File: config.mk
export PLATFORM = sky130hd
export DESIGN_NAME = seg_scan
export DESIGN_NICKNAME = d
export VERILOG_FILES = /design/src/rtl/seg_pkg.sv /design/src/rtl/seg_decode.sv /design/src/rtl/seg_scan.sv
export SDC_FILE = /design/constraint.sdc
export NUM_CORES = 1
export LEC_CHECK = 0
export CAP_MARGIN = 25
export CELL_PAD_IN_SITES_DETAIL_PLACEMENT = 1
export CELL_PAD_IN_SITES_GLOBAL_PLACEMENT = 2
export CORE_UTILIZATION = 37
export CTS_BUF_LIST = sky130_fd_sc_hd__clkbuf_8
export DETAILED_ROUTE_END_ITERATION = 10
export PLACE_DENSITY_LB_ADDON = 0.1
export SETUP_SLACK_MARGIN = 0.5
export SYNTH_ARGS = -nofsm -noshare
export SYNTH_HDL_FRONTEND = slang
export SYNTH_SLANG_ARGS = --single-unit
File: constraint.sdc
create_clock -name clk -period 4.1 [get_ports clk]
set_input_delay 1.23 -clock clk [delete_from_list [all_inputs] [get_ports clk]]
set_output_delay 1.23 -clock clk [all_outputs]
set_load 0.01 [all_outputs]
File: src/rtl/seg_pkg.sv
// Shared character codes and segment patterns for the four-digit display.
// Producers build the disp word from these symbolic codes.
package seg_pkg;

    localparam logic [4:0] CH_BLANK = 5'd16;
    localparam logic [4:0] CH_H     = 5'd17;
    localparam logic [4:0] CH_L     = 5'd18;
    localparam logic [4:0] CH_P     = 5'd19;
    localparam logic [4:0] CH_DASH  = 5'd20;
    localparam logic [4:0] CH_R     = 5'd21;
    localparam logic [4:0] CH_O     = 5'd22;
    localparam logic [4:0] CH_N     = 5'd23;
    localparam logic [4:0] CH_T     = 5'd24;
    localparam logic [4:0] CH_U     = 5'd25;
    localparam logic [4:0] CH_Y     = 5'd26;

    // Bit order g,f,e,d,c,b,a; entry 31 listed first, entry 0 last.
    localparam logic [31:0][6:0] SEG_TABLE = {
        7'h00, 7'h00, 7'h00, 7'h00, 7'h00,          // 31..27 unused
        7'h6E, 7'h3E, 7'h78, 7'h54, 7'h5C,          // 26..22 y U t n o
        7'h50, 7'h40, 7'h73, 7'h38, 7'h76, 7'h00,   // 21..16 r - P L H blank
        7'h71, 7'h79, 7'h5E, 7'h39, 7'h7C, 7'h77,   // F E d C b A
        7'h6F, 7'h7F, 7'h07, 7'h7D, 7'h6D, 7'h66,   // 9 8 7 6 5 4
        7'h4F, 7'h5B, 7'h06, 7'h3F                  // 3 2 1 0
    };

endpackage

File: src/rtl/seg_decode.sv
// Character code to logical (active-high) seven-segment pattern.
module seg_decode
    import seg_pkg::*;
(
    input  logic [4:0] code,
    output logic [6:0] pat
);

    assign pat = SEG_TABLE[code];

endmodule

File: src/rtl/seg_scan.sv
// Four-digit multiplexed seven-segment scanner with a per-frame input latch
// and an anode blanking gap at the start of every digit slot.
module seg_scan
    import seg_pkg::*;
#(
    parameter int DIV        = 25000,
    parameter int BLANK      = 64,
    parameter int ACTIVE_LOW = 1
) (
    input  logic        clk,
    input  logic        rst,
    input  logic [19:0] disp,
    input  logic [3:0]  dp,
    output logic [3:0]  an,
    output logic [7:0]  seg,
    output logic        frame
);

    localparam int CW = $clog2(DIV);

    logic [CW-1:0] cnt;
    logic [1:0]    digit;
    logic          primed;
    logic [19:0]   lat_disp;
    logic [3:0]    lat_dp;
    logic [3:0]    an_r;
    logic [7:0]    seg_r;
    logic          cnt_end;
    logic          load;
    logic [4:0]    code;
    logic [6:0]    pat;

    assign cnt_end = (cnt == CW'(DIV - 1));
    assign load    = (cnt_end && (digit == 2'd3)) || !primed;

    always_comb begin
        code = lat_disp[4:0];
        case (digit)
            2'd0: code = lat_disp[4:0];
            2'd1: code = lat_disp[9:5];
            2'd2: code = lat_disp[14:10];
            2'd3: code = lat_disp[19:15];
            default: code = lat_disp[4:0];
        endcase
    end

    seg_decode u_decode (
        .code (code),
        .pat  (pat)
    );

    always_ff @(posedge clk) begin
        if (rst) begin
            cnt      <= '0;
            digit    <= 2'd0;
            primed   <= 1'b0;
            frame    <= 1'b0;
            lat_disp <= {4{CH_BLANK}};
            lat_dp   <= 4'b0;
            an_r     <= 4'b0;
            seg_r    <= 8'b0;
        end else begin
            cnt    <= cnt_end ? '0 : cnt + CW'(1);
            primed <= 1'b1;
            frame  <= load;
            if (cnt_end) begin
                digit <= digit + 2'd1;
            end
            // Latch only at the frame boundary so a frame never mixes old and new digits.
            if (load) begin
                lat_disp <= disp;
                lat_dp   <= dp;
            end
            an_r  <= (cnt < CW'(BLANK)) ? 4'b0000 : (4'b0001 << digit);
            seg_r <= {lat_dp[digit], pat};
        end
    end

    assign an  = (ACTIVE_LOW != 0) ? ~an_r  : an_r;
    assign seg = (ACTIVE_LOW != 0) ? ~seg_r : seg_r;

endmodule

# Word level (Yosys, flattened, before mapping)
# Memories as Yosys holds them, arrays and structs flattened. A register that Yosys moved wholly into a read port is not among the register bits.
# Cells that the tools add are included.
[totals]
regBits = 55
rom_bits = 224
out_inout_bits = 13
mem_count = 1
[op_classes]
n_addsub = 2
magnitude_cmp = 3
eq_ne = 4
shift = 1
mux = 5
n_bitwise = 2
n_reduce_logical = 6
[mem_list]
columns = ["memory", "depth", "width", "read_ports", "rd_ports_with_merged_regs", "wr", "line", "source"]
rows = [
  ["(no name shown)", 32, 7, 1, 1, 0, "seg_decode.sv:9", "assign pat = SEG_TABLE[code];"],
]
[ops]
columns = ["cell", "n"]
rows = [
  ["case mux 5 bit (4 select lines)", 1],
  ["adder 15 x 1 -> 15 bit, second input constant", 1],
  ["equality test 15 bit, second input constant", 1],
  ["less-than comparator 15 x 7 -> 1 bit, second input constant", 1],
  ["NOT 8 bit", 1],
  ["2-to-1 mux 7 bit", 1],
  ["less-than comparator 5 x 6 -> 1 bit, second input constant", 1],
  ["equality test 2 bit, second input constant", 2],
  ["NOT 4 bit", 1],
  ["OR reduction 2 bit", 2],
  ["<< shifter 1 x 2 -> 4 bit, first input constant", 1],
  ["less-than comparator 2 x 3 -> 1 bit, second input constant", 1],
  ["adder 2 x 1 -> 2 bit, second input constant", 1],
  ["binary-select mux 1 bit (select 2 bit)", 1],
  ["equality test 2 x 1 -> 1 bit, second input constant", 1],
  ["logical NOT 2 bit", 1],
  ["2-to-1 mux 1 bit", 2],
  ["logical AND 1 bit", 1],
  ["logical NOT 1 bit", 1],
  ["logical OR 1 bit", 1],
]

# Logic depth before layout (Yosys ltp)
[logic_depth]
ltp_word = 4
mapped_depth = 9
ltp_nobuf = 9

# By module
# From an unflattened synthesis, not the netlist that was laid out.
[unflattened]
cells_unflattened = 313
hier_area_um2 = 2810.2
[by_module_without_submodules]
columns = ["mod", "n_inst", "cells_each", "area_per_inst_um2", "seq_area_each_um2"]
rows = [
  ["seg_scan", 1, 255, 2373.5, 1101.1],
  ["seg_decode", 1, 58, 436.7, 0.0],
]

# Worst setup path after synthesis
# No wires, ideal clock.
[synth_path]
kind = "reg-to-reg"
startpoint = "register digit[1]"
endpoint = "register seg_r[3]"
setup_time_ps = 91
arrival_time_ps = 2115
slack_ps = 1894
path_stages_with_launch = 10
n_path_buf = 0
period_less_slack_ps = 2206
path_cell_list = "dfxtp_1 -> inv_1 -> ha_1 -> a222oi_1 -> mux2i_1 -> ha_1 -> inv_1 -> nor2_1 -> a211o_1 -> a311oi_1"
[synth_between]
elab_chain_cells = 2
word_cells_on_any_way = 5
[synth_lines]
columns = ["item", "line", "source"]
rows = [
  ["start: declaration", "seg_scan.sv:22", "logic [1:0] digit;"],
  ["start signal: assignment", "seg_scan.sv:67", "digit <= digit + 2'd1;"],
  ["equality test 2 bit (tied with other cells)", "seg_scan.sv:38", "case (digit)"],
  ["case mux 5 bit (4 select lines) *", "seg_scan.sv:38", ""],
  ["end: declaration", "seg_scan.sv:27", "logic [7:0] seg_r;"],
]
# Mark *: on every way between the ends. The rest lies on a longest branch, timed or not.
# A chain may end at the register's enable or synchronous reset.

# Worst setup path after layout
[layout_path]
startpoint = "register digit[0]"
endpoint = "register seg_r[2]"
# The elaborated chain is that of the path after synthesis.

==> metrics.txt <==
share of cells above drive strength 1=0.0502; slew margin rel.=0.391; post-place instance area=3000 sq um; later-pin clock latency in the skew report=0.31 ns; Sum Neg Setup Slack=0 ns; largest net degree at the start of global routing=36; final layout net count=356; via count=2032; die width=85.1 microns; TritonCTS clock tree=yes; kind of critical path=reg2reg; leak pwr=1.27 nW; hold-fix buffer count after cts=0; footprint of the flip-flops and latches=1100 sq um; Worst Setup EP=seg_r[2]$_SDFF_PP0_; netlist area before placement=2550 sq um; cell chosen for the clock root=sky130_fd_sc_hd__clkbuf_8; I/O pin cnt=39; cts repair resizes=0; Setup crit start=digit[0]$_SDFFE_PP0N_; count of max-cap constraint violations=0; share of the clock period used by the worst path=0.665; H-tree depth=2; Critical R2R Capture=seg_r[2]$_SDFF_PP0_; Final min period=2.73 ns; final hold slack=0.462 ns; Netlist cell types=40; fin area=3100 sq um; post-synth net total=320; half-perimeter wire length of the detailed placement result=4280 microns; relative area change from synthesis to final layout=21.3%; Setup Skew=0.00931 ns; initial antenna violation count=0; Final Slew Violations=0; Total Power Consumption=1.02 mW; final wirelength=5920 microns; Global Route Usage Sum=0.177; post-synthesis sequential area ratio=0.431; Initial Util=0.393; area of the die=7240 sq um; multi-input logic area=1320 sq um; Synth Instances=282; non-filler instance count after layout=396; Pre-Repair DR Iteration Count=4; Wirelength per Cell=15.0 microns; worst setup slack after placement=1.42 ns; Power Dens Cells=330 nW/um^2; first-pass GRT wire length=10100 microns; synthesized area divided by synthesized cell count=9.06 sq um; count of antenna-violating nets left after detailed routing=0; number of buffers added on ports=38; clk buf depth=2; worst reg2reg path depth=8; num rows=29; number of register bits inferred by synthesis=55; setup slack, reg-to-reg=1.37 ns; dpl cells=388; total setup violations reported at the end of the flow=0; endpoint class of the critical path=register; Worst Min Path Start=cnt[0]$_SDFF_PP0_; Hold Crit Class=reg2reg; final core utilization=0.477; signal arrival time at the worst endpoint=2.93 ns; number of remaining DRC errors=0; overflow left after global routing=0; transition time at the pin with the least slew margin=0.888 ns; CP Launch Type=register; Die Y=85.1 microns; final setup slack of the worst path=1.37 ns; final hold violation count=0; count of inserted antenna diode cells=0; setup repair after global routing missed its margin=no; WP data required=4.31 ns; Worst R2R Start=digit[0]$_SDFFE_PP0N_; Max Fclk=0.367 GHz; run status=finished clean; warnings from Yosys=0; count of filler cells inserted in the layout=790; Critical Path Fanout Max=9; gp weighted congestion=0.783; area of the core=6490 sq um; vias per std cell=5.13; clock-pin transition on the worst setup and hold timing paths=0.11 ns; drt initial violations=79; clock buffer count from CTS=5; Clock Sinks=55; buffers inserted during post-CTS setup optimization=0; Max IR drop VDD=0.146 mV; number of global-route vias before repair=1999
cell type report:
type,instances,share of cell area
multi-input combinational,191,0.425
sequential,55,0.356
timing repair buffer,40,0.128
tap,77,0.0311
inverter,25,0.0303
clock buffer,5,0.0222
clock inverter,3,0.00768
cell families (layout without fill, tap and decap cells):
group,Yosys count,in the layout,synth area share
DFF,55,55,0.431
muxes,30,30,0.123
adders and majority gates,12,12,0.0588
AOI/OAI and AO/OA,36,36,0.102
xor gates and xnor gates,15,15,0.0514
and+or+nand+nor,98,98,0.172
buffers and inverters,36,73,0.0603
power by group:
part	internal [mW]	total, mW	leakage (nW)	switching [mW]
clock network	0.124	0.315	0.0461	0.191
logic	0.0695	0.136	0.770	0.0661
registers	0.559	0.571	0.451	0.0120
total	0.752	1.02	1.27	0.269
layout by cell type, fill, tap and decap left out, types with 3 or more instances in the layout:
cell type                         count
sky130_fd_sc_hd__o31ai_1              3
sky130_fd_sc_hd__nand4_1              4
sky130_fd_sc_hd__nand3_1              9
sky130_fd_sc_hd__mux2i_1             27
sky130_fd_sc_hd__o21ai_0              5
sky130_fd_sc_hd__clkdlybuf4s50_1     38
sky130_fd_sc_hd__and3_1               6
sky130_fd_sc_hd__nor3_1               6
sky130_fd_sc_hd__clkbuf_8             5
sky130_fd_sc_hd__xor2_1              10
sky130_fd_sc_hd__a21oi_1              7
sky130_fd_sc_hd__nor2_1              49
sky130_fd_sc_hd__a222oi_1             4
sky130_fd_sc_hd__o211ai_1             3
sky130_fd_sc_hd__inv_1               25
sky130_fd_sc_hd__xnor2_1              5
sky130_fd_sc_hd__nand2_1             16
sky130_fd_sc_hd__dfxtp_1             55
sky130_fd_sc_hd__ha_1                12
Yosys cell counts:
library cell	instances	area, sq um
sky130_fd_sc_hd__and3_1	6	37.5
sky130_fd_sc_hd__a222oi_1	4	40.0
sky130_fd_sc_hd__o31ai_1	3	22.5
sky130_fd_sc_hd__a21oi_1	7	35.0
sky130_fd_sc_hd__a32o_1	1	10.0
sky130_fd_sc_hd__nand4b_1	1	8.76
sky130_fd_sc_hd__and4_1	2	17.5
sky130_fd_sc_hd__or4_1	1	7.51
sky130_fd_sc_hd__o22ai_1	1	6.26
sky130_fd_sc_hd__nor2_2	1	6.26
sky130_fd_sc_hd__xor2_1	10	87.6
sky130_fd_sc_hd__a21boi_0	1	7.51
sky130_fd_sc_hd__nor2_1	49	184
sky130_fd_sc_hd__nand2_1	16	60.1
sky130_fd_sc_hd__nand3_1	9	45.0
sky130_fd_sc_hd__a22oi_1	1	7.51
sky130_fd_sc_hd__o211ai_1	3	22.5
sky130_fd_sc_hd__nand4_1	4	25.0
sky130_fd_sc_hd__mux4_2	1	22.5
sky130_fd_sc_hd__a31oi_1	2	12.5
sky130_fd_sc_hd__a22oi_2	1	12.5
sky130_fd_sc_hd__nor4_1	1	6.26
sky130_fd_sc_hd__a211oi_1	1	7.51
sky130_fd_sc_hd__inv_1	25	93.8
sky130_fd_sc_hd__nor3_1	6	30.0
sky130_fd_sc_hd__and2_1	2	12.5
sky130_fd_sc_hd__a22o_1	2	17.5
sky130_fd_sc_hd__ha_1	12	150
sky130_fd_sc_hd__o21ai_0	5	25.0
sky130_fd_sc_hd__buf_6	2	22.5
sky130_fd_sc_hd__a41oi_1	1	8.76
sky130_fd_sc_hd__a311oi_1	1	8.76
sky130_fd_sc_hd__xnor2_1	5	43.8
sky130_fd_sc_hd__buf_2	3	15.0
sky130_fd_sc_hd__mux2_2	2	22.5
sky130_fd_sc_hd__clkbuf_1	6	22.5
sky130_fd_sc_hd__a211o_1	1	8.76
sky130_fd_sc_hd__a221oi_1	1	8.76
sky130_fd_sc_hd__mux2i_1	27	270
sky130_fd_sc_hd__dfxtp_1	55	1100
state kept, by name (all words and copies together), names as in the netlist:
signal and flops:
an_r 4, cnt 15, digit 2, frame 1
lat_disp 20, lat_dp 4, primed 1, seg_r 8
worst min-delay path by stage:
stage,endpoint,cells past startpoint,slack [ns]
final,cnt[0]$_SDFF_PP0_,1,0.46
after CTS,cnt[0]$_SDFF_PP0_,1,0.47
after floorplan,cnt[0]$_SDFF_PP0_,1,0.42
after global routing,cnt[0]$_SDFF_PP0_,1,0.48
after global placement,cnt[0]$_SDFF_PP0_,1,0.43
after detailed placement,cnt[0]$_SDFF_PP0_,1,0.45
worst max-delay path, cell delays in order (launching register included):
cell	delay [ns]
sky130_fd_sc_hd__dfxtp_1	0.38
sky130_fd_sc_hd__inv_1	0.17
sky130_fd_sc_hd__ha_1	0.45
sky130_fd_sc_hd__mux2i_1	0.63
sky130_fd_sc_hd__inv_1	0.22
sky130_fd_sc_hd__ha_1	0.27
sky130_fd_sc_hd__nor3_1	0.20
sky130_fd_sc_hd__a31oi_1	0.06
sky130_fd_sc_hd__a22o_1	0.24
per-layer routing:
layer | GRT usage | share of wire | vias up | routed length, microns
met4 | 0.0324 | 0.0049 | 0 | 29
met3 | 0.0370 | 0.028 | 2 | 168
met5 | 0 | 0 | - | 0
met1 | 0.252 | 0.52 | 961 | 3050
met2 | 0.278 | 0.45 | 30 | 2670
li1 | - | - | 1039 | -
(Power assumes the default switching activity.)
